### src/rtl/dec_pkg.sv
// Shared types and constants for the decode pipeline: decode modes and
// the default width of the out-of-range event counter.
package dec_pkg;

  typedef enum logic [1:0] {
    ONEHOT   = 2'd0,
    THERM_LE = 2'd1,
    THERM_GT = 2'd2,
    ONECOLD  = 2'd3
  } mode_e;

  localparam int CNT_W_DEF = 8;

endpackage

### src/rtl/dec_mode.sv
// Combinational index decoder: one-hot, thermometer (<= / >) and one-cold
// patterns, forcing all zeros and flagging indices at or beyond W.
module dec_mode
  import dec_pkg::*;
#(
  parameter int W = 8
) (
  input  logic [$clog2(W)-1:0] x,
  input  mode_e                mode,
  output logic [W-1:0]         y,
  output logic                 oor
);

  // NOTE: every output of an always_comb gets a default first, so no path can
  // leave it unassigned and infer a latch.
  always_comb begin
    y   = '0;
    oor = (int'(x) >= W);
    if (!oor) begin
      for (int i = 0; i < W; i++) begin
        case (mode)
          ONEHOT:   y[i] = (int'(x) == i);
          THERM_LE: y[i] = (i <= int'(x));
          THERM_GT: y[i] = (i > int'(x));
          default:  y[i] = (int'(x) != i);
        endcase
      end
    end
  end

endmodule

### src/rtl/dec_pipe.sv
// Decode pipeline: registered decode result behind a two-entry (output + skid)
// valid/ready buffer, plus a saturating count of out-of-range acceptances.
module dec_pipe
  import dec_pkg::*;
#(
  parameter int W     = 8,
  parameter int CNT_W = CNT_W_DEF
) (
  input  logic                 clk,
  input  logic                 arst,
  input  logic                 i_vld,
  input  logic [$clog2(W)-1:0] i_x,
  input  logic [1:0]           i_mode,
  output logic                 o_rdy,
  output logic                 o_vld,
  output logic [W-1:0]         o_y,
  output logic                 o_oor,
  input  logic                 i_rdy,
  input  logic                 i_cnt_clr,
  output logic [CNT_W-1:0]     o_oor_cnt
);

  logic [W-1:0]     dec_y;
  logic             dec_oor;
  logic             accept;

  logic             out_vld, out_vld_d;
  logic [W-1:0]     out_y, out_y_d;
  logic             out_oor, out_oor_d;
  logic             skid_vld, skid_vld_d;
  logic [W-1:0]     skid_y, skid_y_d;
  logic             skid_oor, skid_oor_d;
  logic             rdy_q;
  logic [CNT_W-1:0] cnt;

  dec_mode #(.W(W)) u_dec (
    .x    (i_x),
    .mode (mode_e'(i_mode)),
    .y    (dec_y),
    .oor  (dec_oor)
  );

  assign accept = i_vld & rdy_q;

  always_comb begin
    out_vld_d  = out_vld;
    out_y_d    = out_y;
    out_oor_d  = out_oor;
    skid_vld_d = skid_vld;
    skid_y_d   = skid_y;
    skid_oor_d = skid_oor;
    // The output slot frees up when it is empty or being consumed this cycle.
    if (!out_vld || i_rdy) begin
      if (skid_vld) begin
        out_vld_d  = 1'b1;
        out_y_d    = skid_y;
        out_oor_d  = skid_oor;
        skid_vld_d = accept;
        if (accept) begin
          skid_y_d   = dec_y;
          skid_oor_d = dec_oor;
        end
      end else begin
        out_vld_d = accept;
        if (accept) begin
          out_y_d   = dec_y;
          out_oor_d = dec_oor;
        end
      end
    end else if (accept) begin
      skid_vld_d = 1'b1;
      skid_y_d   = dec_y;
      skid_oor_d = dec_oor;
    end
  end

  // NOTE: sequential state uses non-blocking assignments so every flop samples
  // pre-edge values regardless of statement order.
  always_ff @(posedge clk or posedge arst) begin
    if (arst) begin
      out_vld  <= 1'b0;
      out_y    <= '0;
      out_oor  <= 1'b0;
      skid_vld <= 1'b0;
      skid_y   <= '0;
      skid_oor <= 1'b0;
      rdy_q    <= 1'b1;
      cnt      <= '0;
    end else begin
      out_vld  <= out_vld_d;
      out_y    <= out_y_d;
      out_oor  <= out_oor_d;
      skid_vld <= skid_vld_d;
      skid_y   <= skid_y_d;
      skid_oor <= skid_oor_d;
      rdy_q    <= ~skid_vld_d;
      if (i_cnt_clr) begin
        cnt <= (accept && dec_oor) ? CNT_W'(1) : '0;
      end else if (accept && dec_oor && (cnt != {CNT_W{1'b1}})) begin
        cnt <= cnt + CNT_W'(1);
      end
    end
  end

  assign o_rdy     = rdy_q;
  assign o_vld     = out_vld;
  assign o_y       = out_y;
  assign o_oor     = out_oor;
  assign o_oor_cnt = cnt;

endmodule

### config.mk
export PLATFORM = sky130hd
export DESIGN_NAME = dec_pipe
export DESIGN_NICKNAME = d
export VERILOG_FILES = /design/src/rtl/dec_pkg.sv /design/src/rtl/dec_mode.sv /design/src/rtl/dec_pipe.sv
export SDC_FILE = /design/constraint.sdc
export NUM_CORES = 1
export LEC_CHECK = 0
export ABC_AREA = 1
export CORE_MARGIN = 2
export CORE_UTILIZATION = 50
export CTS_BUF_LIST = sky130_fd_sc_hd__clkbuf_4 sky130_fd_sc_hd__clkbuf_8
export DETAILED_ROUTE_END_ITERATION = 8
export PLACE_DENSITY_LB_ADDON = 0.05
export RECOVER_POWER = 50
export SYNTH_ARGS = -nofsm -noshare
export SYNTH_HDL_FRONTEND = slang
export SYNTH_SLANG_ARGS = --single-unit
### constraint.sdc
create_clock -name clk -period 1.5 [get_ports clk]
set_clock_uncertainty 0.1 [all_clocks]
set_input_delay 0.225 -clock clk [delete_from_list [all_inputs] [get_ports clk]]
set_output_delay 0.225 -clock clk [all_outputs]
set_load 0.01 [all_outputs]
==> summary by stage, run 1 <==
Run status
The run finished with clean final reports.

Placed design
The count of input and output buffers is 18. The routability congestion estimate is around 0.85. The setup slack at placement is -0.192 ns. The detailed-placement wirelength estimate is 1.85 mm.

Route
The post-detailed-route wirelength per cell is around 11 um. The violation count after the first detailed-route iteration is 27. The average via count per standard cell is 4.84. The routed wire length is roughly 2.5 mm.

After detailed routing, the number of remaining DRC violations is 0. The detailed router placed ~1,100 vias in this run. Before antenna repair, the detailed router went through 4 iterations. The post-route antenna net violation count is 0.

Yosys
In the synthesized netlist the dominant register cell turns out to be dfrtp_1. The number of different library cells used by synthesis comes to 23. The fraction of the mapped netlist area in simple logic gates is 34.2%. The async set-or-reset flop fraction in the synthesized netlist is 100%. The number of synthesized register bits is 19. The total of warnings raised by yosys is 0. Ranked by instance count, the synthesized netlist is headed by nand2_1, dfrtp_1, nand3_1. The post-synthesis sequential area ratio is between 40% and 50%. The number of enable flip-flop cells after synthesis is 0. The post-synthesis cell area is around 1100 um^2.

A synthesized cell averages between 6 and 7 um^2. Of the total synthesized cell area, the portion taken by full adders, half adders and majority gates is 0%. The area share of the leading cell type in the synthesized netlist is about two fifths. The biggest area contributor in the post-synthesis netlist is dfrtp_1. The most used standard cell by instance count after synthesis is nand2_1. The synthesized netlist devotes between 10% and 20% of its cell area to compound gates. The parity-gate share of the synthesized area counting xor and xnor cells is 0%. By area the synthesized netlist is led by dfrtp_1, nand2_1, nand3_1. Of the post-synthesis cell area, the part taken by muxes is 0%. The largest family of logic cells by synthesized area is simple AND/OR/NAND/NOR gates. Counting every instance in the synthesized netlist gives roughly 160.

Worst setup path
Of all nets on the critical path, the largest fanout is 2. STA classifies the critical path endpoint as an output pin. The startpoint kind of the worst setup timing path is a flop.

The category of cells accounting for the largest share of critical-path delay is flip-flops. Walking the worst path, the cells encountered are dlygate4sd2_1. Together, buffers and inverters on the worst path number 1.

The stage delay of the slowest cell on the critical path is between 0.5 and 0.6 ns. For the worst setup path, the data arrival time is about 1.1 ns. The critical path class is flop to output pin. Data on the critical path is required at its endpoint by between 1 and 1.5 ns. The slowest stage of the critical path is the dfstp_2 cell.

Layout
The post-route netlist has between 10% and 20% of its cells at a drive strength greater than 1. Relative to the synthesized area, the layout overhead comes to 21.5%. The repair_antennas step left the layout with diodes totalling 0. The post-layout net count is 204.

For this run, the share of the core covered by cells in the final layout is a little under two thirds.

Clock tree
CTS placed an instance of clkbuf_4 at the clock tree root. The maximum level of the CTS H-tree is 1. The clock transition at the register clock pins on the worst setup and hold paths after CTS is around 0.11 ns.

The number of buffers inserted by hold repair at cts is 0. TritonCTS built the clock tree. For the worst-skew pair, the clock arrives at the later sink with an insertion delay of ~0.31 ns. Counting the buffers created by CTS gives 3.

The number of buffers between clock root and the deepest sink is 2. The CTS sink count is 19.

GRT
The initial antenna violation count was 0. The first global-routing pass estimated roughly 4.3 mm of wire. In the global route stage, overall resource usage came out at approximately 22%. After global routing the overflow that remains totals 0. The number of global-route vias before repair was roughly 900. The maximum number of pins on one net before global-route repair is 20.

STA
The number of max-slew violations in the final report is 0. The top achievable clock speed is between 600 and 700 MHz. The number of hold violations in the final report is 0. The smallest setup slack after layout is between 0.05 and 0.06 ns. The final cycle utilization of the critical path is a little over nine tenths. The count of endpoints failing setup in the final report is 0.

Setup repair after global routing left no endpoint under its margin. The final critical-path required period is 1.45 ns.

Min path
In this run the worst hold path is classified as input port to async pin.

Floorplanning
The floorplan die height is ~52 um. The floorplan step set the die width to around 52 um. The die covers approximately 2700 um^2. The area of the core region is around 2200 um^2. The I/O pin count is 29. The starting utilization of the core area is between 50% and 60%. The number of placement rows is 17.

Run
The max-cap violation count is 0.

Power and ir drop
The worst vdd rail ir drop is 1130 uV. Power spread over the standard cell area amounts to 1630 nW/um^2. The analysis attributes to cell leakage a power of between 0.7 and 0.8 nW.
-- through the flow --
step	hold WS (ns)	std cells	setup TNS (ns)	cell area, um^2	total power [mW]
6_report	0.334	221	0	1390	2.27
5_1_grt	0.386	221	0	1390	2.49
4_1_cts	0.133	221	0	1400	2.31
3_5_place_dp	0.366	217	-1.87	1390	2.13
3_3_place_gp	0.362	217	-1.28	1390	2.09
2_1_floorplan	0.0754	172	0	1180	1.66
-- sequential cells by signal, summed over array words and instances (netlist names) --
signal	count
skid_y	8
o_vld	1
o_y	8
skid_vld	1
o_rdy	1
-- report_power, final --
group / leakage, nW / internal (mW) / switching [mW]
Clock: 0.0177 / 0.0999 / 0.174
Sequential: 0.230 / 0.772 / 0.129
Combinational: 0.521 / 0.447 / 0.645
-- kinds of logic (layout without fill, tap and decap cells) --
logic type	count (synthesis)	in the layout
buffers and inverters	27	48
and+or+nand+nor	96	96
AOI/OAI and AO/OA	21	21
other	1	9
DFF	19	19
-- what timing repair did --
| action | 4_1_cts | 5_1_grt |
|---|---|---|
| endpoints found under the hold margin | 0 | 0 |
| setup endpoints to repair | 10 | 0 |
| resized for setup | 10 | 0 |
| buffers inserted | 0 | 0 |
-- final cells by class --
type	count	area, um^2
well taps	28	35.0
inverters	14	55.1
repair buffers	30	255
multi-input cells	126	544
clock inverters	1	5.00
clock buffers	3	22.5
flip-flops and latches	19	477
fillers	218	797
-- routing by layer --
metal	wire [um]	vias to the layer above	track usage [%]	part of all wire (%)
li1	-	561	-	-
met1	1170	483	29.7	48
met5	0	-	0	0
met3	96	5	3.45	3.9
met4	61	0	13.2	2.5
met2	1130	21	33.5	46
-- tightest hold or removal path, delay by kind of cell --
kind	cells	cell delay [ns]
buffers and inverters	3	0.98
-- path summary, 6_finish.rpt --
| path | start | to | slack [ns] | cells past startpoint |
|---|---|---|---|---|
| worst max-delay path | o_rdy$_DFF_PP1_ | o_rdy | 0.05 | 1 |
| worst min-delay path | arst | o_y[7]$_DFFE_PP0P_ | 0.33 | 3 |
| worst max register to register | o_rdy$_DFF_PP1_ | skid_y[1]$_DFFE_PP0P_ | 0.11 | 5 |
| worst min register to register | o_y[0]$_DFFE_PP0P_ | o_y[0]$_DFFE_PP0P_ | 0.38 | 2 |
| max in group asynchronous | arst | o_rdy$_DFF_PP1_ | 0.61 | 3 |
| min in group clk | o_y[0]$_DFFE_PP0P_ | o_y[0]$_DFFE_PP0P_ | 0.38 | 2 |
-- cell usage in the layout, fill, tap and decap left out, types with 3 or more instances in the layout --
master and count:
inv_2 4, nand2_1 69, a21oi_1 6, o21ai_0 7
o21ai_1 4, dfrtp_1 18, inv_1 9, dlygate4sd2_1 10
clkbuf_4 3, conb_1 9, buf_4 11, nand3_1 14
nor2_1 9, clkdlybuf4s50_1 7
Power figures use the tool's default switching activity.
==> inputs of run 2 (changes only) <==
--- a/config.mk
+++ b/config.mk
@@ -5,13 +5,15 @@
 export SDC_FILE = /design/constraint.sdc
 export NUM_CORES = 1
 export LEC_CHECK = 0
-export ABC_AREA = 1
+export CELL_PAD_IN_SITES_DETAIL_PLACEMENT = 0
+export CELL_PAD_IN_SITES_GLOBAL_PLACEMENT = 1
 export CORE_MARGIN = 2
-export CORE_UTILIZATION = 50
+export CORE_UTILIZATION = 38
 export CTS_BUF_LIST = sky130_fd_sc_hd__clkbuf_4 sky130_fd_sc_hd__clkbuf_8
 export DETAILED_ROUTE_END_ITERATION = 8
 export PLACE_DENSITY_LB_ADDON = 0.05
 export RECOVER_POWER = 50
+export SLEW_MARGIN = 20
 export SYNTH_ARGS = -nofsm -noshare
 export SYNTH_HDL_FRONTEND = slang
 export SYNTH_SLANG_ARGS = --single-unit
==> run 2 against run 1 <==
Net effect:
- via count fell by 14%
- synthesized cell count fell by 30%
- critical path depth rose by 3
- largest power group unchanged
- hold slack improved by 0.050 ns
- critical path type is now input port to flop
- maximum frequency fell by 1.4%
- register-to-register slack got worse by 0.07 ns
- flip-flop and latch count did not move
- die area rose by 31%
- synthesized area rose by 1.6%
==> summary by stage, run 2 <==
Min path
The tightest min-delay check is of the flop to flop type.

Layout
In the final design database the tool counted 160 nets. Measured on the finished design, the core utilization comes to 50.5%. Of the cells placed in the final design, the portion with a size suffix greater than 1 is 30.2%. The number of antenna diodes in the final layout is 0. From synthesis to final layout, the design area changed by 29.0%.

The top cell types in the final layout, fill and taps aside, are dfrtp_1, nand2_1, buf_4. The library cell used most frequently in the layout, excluding fill and tap cells, is dfrtp_1. The final instance area is around 1500 um^2. The final cell count without fillers is roughly 180.

STA
The number of hold violations in the final report is 0. The worst hold slack is ~0.38 ns. The top achievable clock speed is slightly below 700 MHz. For the pin with the worst max-slew slack, the measured transition is slightly above 1 ns. The final cycle utilization of the critical path is about 98%. The final critical-path required period is ~1.5 ns. Setup violations remaining at the end of the flow were counted as 0.

Setup total negative slack on the finished layout was measured at 0 ns. The number of max-slew violations in the final report came to 0. Setup repair after global routing could not meet its margin everywhere. The worst-case headroom to the max-slew limit is between 30% and 40%.

Floorplanning
The number of placement rows is 20. The floorplan die height is ~60 um. The die outline area is 3530 um^2. The die extent in x is slightly below 60 um.

The starting utilization of the core area is between 30% and 40%. The core region is between 2000 and 3000 um^2. The I/O pin count is 29.

GRT
The global-route congestion overflow total is 0. Global routing used a little over an eighth of the available tracks across all layers. Entering global routing, the biggest net connects 20 pins.

The first-pass GRT wire length is roughly 3.7 mm. The number of global-route vias before repair is around 800. The initial antenna violation count is 0.

Power and ir drop
For this design the ratio of total power to cell area is approximately 1600 nW/um^2. Net switching is 36.4% of the power. The fraction of power consumed by the clock network is between 10% and 20%.

Cell internal power was estimated by the tool at 1.49 mW. For this design the total switching power over the nets is ~850 uW. The share of power burned in combinational logic is 49.6%. The worst vdd rail ir drop is 627 uV. Registers are responsible for 38.9% of the overall power. In this run the static leakage power is around 0.68 nW.

Route
The first detailed-routing pass took 5 iterations. The count of unresolved DRC violations after routing is 0. The average via count per standard cell is 5.08. The first routing iteration left 21 violations. The post-detailed-route wirelength per cell is between 10 and 15 um. The routed wire length is ~2.3 mm. The post-route antenna net violation count is 0. The number of vias after detailed routing is 924.

Yosys
After synthesis, flip-flops and latches occupy 40.9% of the total area. The number of synthesized register bits is 19. A synthesized cell averages around 10 um^2. After synthesis, the share of flip-flops with an asynchronous set or reset is 100%. The total of warnings raised by yosys is 0.

After synthesis, the most frequently instantiated cells are dfrtp_1, nand2_1, buf_4, o21ai_0, o21a_1. Of the post-synthesis cell area, the dominant cell type holds 38.6%. After synthesis, the cell types taking the most area are dfrtp_1, buf_4, nand2_1.

The post-synthesis cell area is 1170 um^2. The commonest register cell after synthesis is dfrtp_1. The most used standard cell by instance count after synthesis is dfrtp_1. The instance count of the mapped netlist is 115. Yosys mapped the design onto 42 distinct sky130hd cell types. The synthesized design spends more area on one cell type than any other, namely dfrtp_1. The number of enable flip-flop cells after synthesis is 0.

Worst setup path
The stage delay of the slowest cell on the critical path is roughly 0.44 ns. The combined buffer and inverter count along the critical path is 1. The nature of the critical path endpoint is a flop. Data on the critical path arrives at its endpoint at roughly 1.6 ns. The master of the slowest instance on the critical path is clkdlybuf4s50_1. The startpoint kind of the worst setup timing path is an input port. The cell family contributing the most delay on the critical path is buffers and inverters. The critical path required time is ~1.6 ns.

The worst setup path is of the input port to flop kind. Of all nets on the critical path, the largest fanout is 5. The critical path goes through clkdlybuf4s50_1 -> and2b_2 -> o211ai_4 -> mux2_1.

Run
Across the run, the number of max-cap violations was 0.

Clock tree
The total clock buffers created by CTS is 3. The clock network latency to the later pin of the worst-skew pair is between 0.2 and 0.3 ns. In this run the clock root is driven by a clkbuf_4. The clock passes through at most 2 buffers.

The CTS tree is done. The CTS sink count is 19. Clock-pin slew was measured on the worst setup and hold paths at around 0.1 ns. In this run the number of H-tree levels came out at 1.

Placed design
The routability congestion estimate is ~0.84. The placement-stage cell area is 1430 um^2. In this run the tool buffered the top-level ports with 18 buffer cells. The detailed-placement wirelength estimate is roughly 1.7 mm. The placed instance count is 175.

Run status
The flow ran to the end, and the final reports show no timing, DRC or antenna violations.
==> run 2: cell types whose count changed in the layout (fill, tap and decap cells not counted), sizes merged, moves of 3 or more <==
cell / change
a21oi: -4
nand2: -54
dlymetal6s2s: +3
nand3: -13
clkdlybuf4s50: -3
inv: -11
and4bb: +3
buf: +9
nor2: -7
o211ai: +6
o21a: +5
==> run 2: final cells by class <==
class                           instances  area [um^2]
Fill cell                             301         1470
Multi-Input combinational cell         84          599
Inverter                                3         11.3
Clock buffer                            4         30.0
Tap cell                               33         41.3
Timing Repair Buffer                   39          345
Sequential cell                        19          477
==> run 2: power by group through the flow <==
stage / clock (mW) / sequential, mW / combinational [mW]
floorplan: 0 / 0.963 / 0.647
global placement: 0 / 0.918 / 1.16
detailed placement: 0 / 0.925 / 1.18
CTS: 0.284 / 0.908 / 1.09
global route: 0.304 / 0.948 / 1.30
finish: 0.268 / 0.910 / 1.16
==> run 2: what timing repair did <==
item | 4_1_cts | 5_1_grt
endpoints found under the setup margin | 12 | 10
pin swaps | 1 | 2
hold endpoints to repair | 0 | 0
resized for setup | 11 | 11
hold buffers | 0 | 0
buffers inserted | 0 | 2
cloned | 0 | 1
==> run 2: path summary, 6_finish.rpt <==
kind | slack [ns] | startpoint | to | cells after the start
max | 0.03 | i_rdy | skid_y[2]$_DFFE_PP0P_ | 4
min | 0.38 | skid_y[5]$_DFFE_PP0P_ | skid_y[5]$_DFFE_PP0P_ | 2
max reg2reg | 0.04 | o_vld$_DFFE_PP0N_ | skid_y[2]$_DFFE_PP0P_ | 3
min reg2reg | 0.38 | skid_y[5]$_DFFE_PP0P_ | skid_y[5]$_DFFE_PP0P_ | 2
max in group asynchronous | 0.23 | arst | skid_y[3]$_DFFE_PP0P_ | 3
min in group asynchronous | 0.44 | arst | skid_y[1]$_DFFE_PP0P_ | 3
==> run 2: logic make-up after synthesis <==
kind of cell    after synthesis  share of synthesized area (%)
simple gates                 38                           20.4
mux                           3                           2.79
flops                        19                           40.9
buf+inv                      20                           12.8
other cells                   1                          0.322
xor+xnor                      2                           1.50
compound gates               32                           21.4
==> run 2: worst register-to-register path, cell delays in order, from the launching register on <==
cell,delay (ns)
dfrtp_1,0.38
and2b_2,0.25
o211ai_4,0.27
mux2_1,0.35
==> run 2: stage by stage <==
stage	setup WS (ns)	power, mW
3_3_place_gp	-0.345	2.08
5_1_grt	-0.0200	2.55
2_1_floorplan	0.0799	1.61
6_report	0.0331	2.34
4_1_cts	0.0106	2.28
3_5_place_dp	-0.338	2.11
==> run 2: metal layers <==
metal	track usage, %	wire length (um)
met5	0	0
met3	1.31	52
met1	19.0	1120
met2	21.2	1060
met4	6.82	27
==> inputs of run 3 (changes only) <==
--- a/config.mk
+++ b/config.mk
@@ -5,6 +5,7 @@
 export SDC_FILE = /design/constraint.sdc
 export NUM_CORES = 1
 export LEC_CHECK = 0
+export CAP_MARGIN = 20
 export CELL_PAD_IN_SITES_DETAIL_PLACEMENT = 0
 export CELL_PAD_IN_SITES_GLOBAL_PLACEMENT = 1
 export CORE_MARGIN = 2
==> results of run 3 <==
Same layout as run 2: the final DEF is identical, and so are final timing and power.
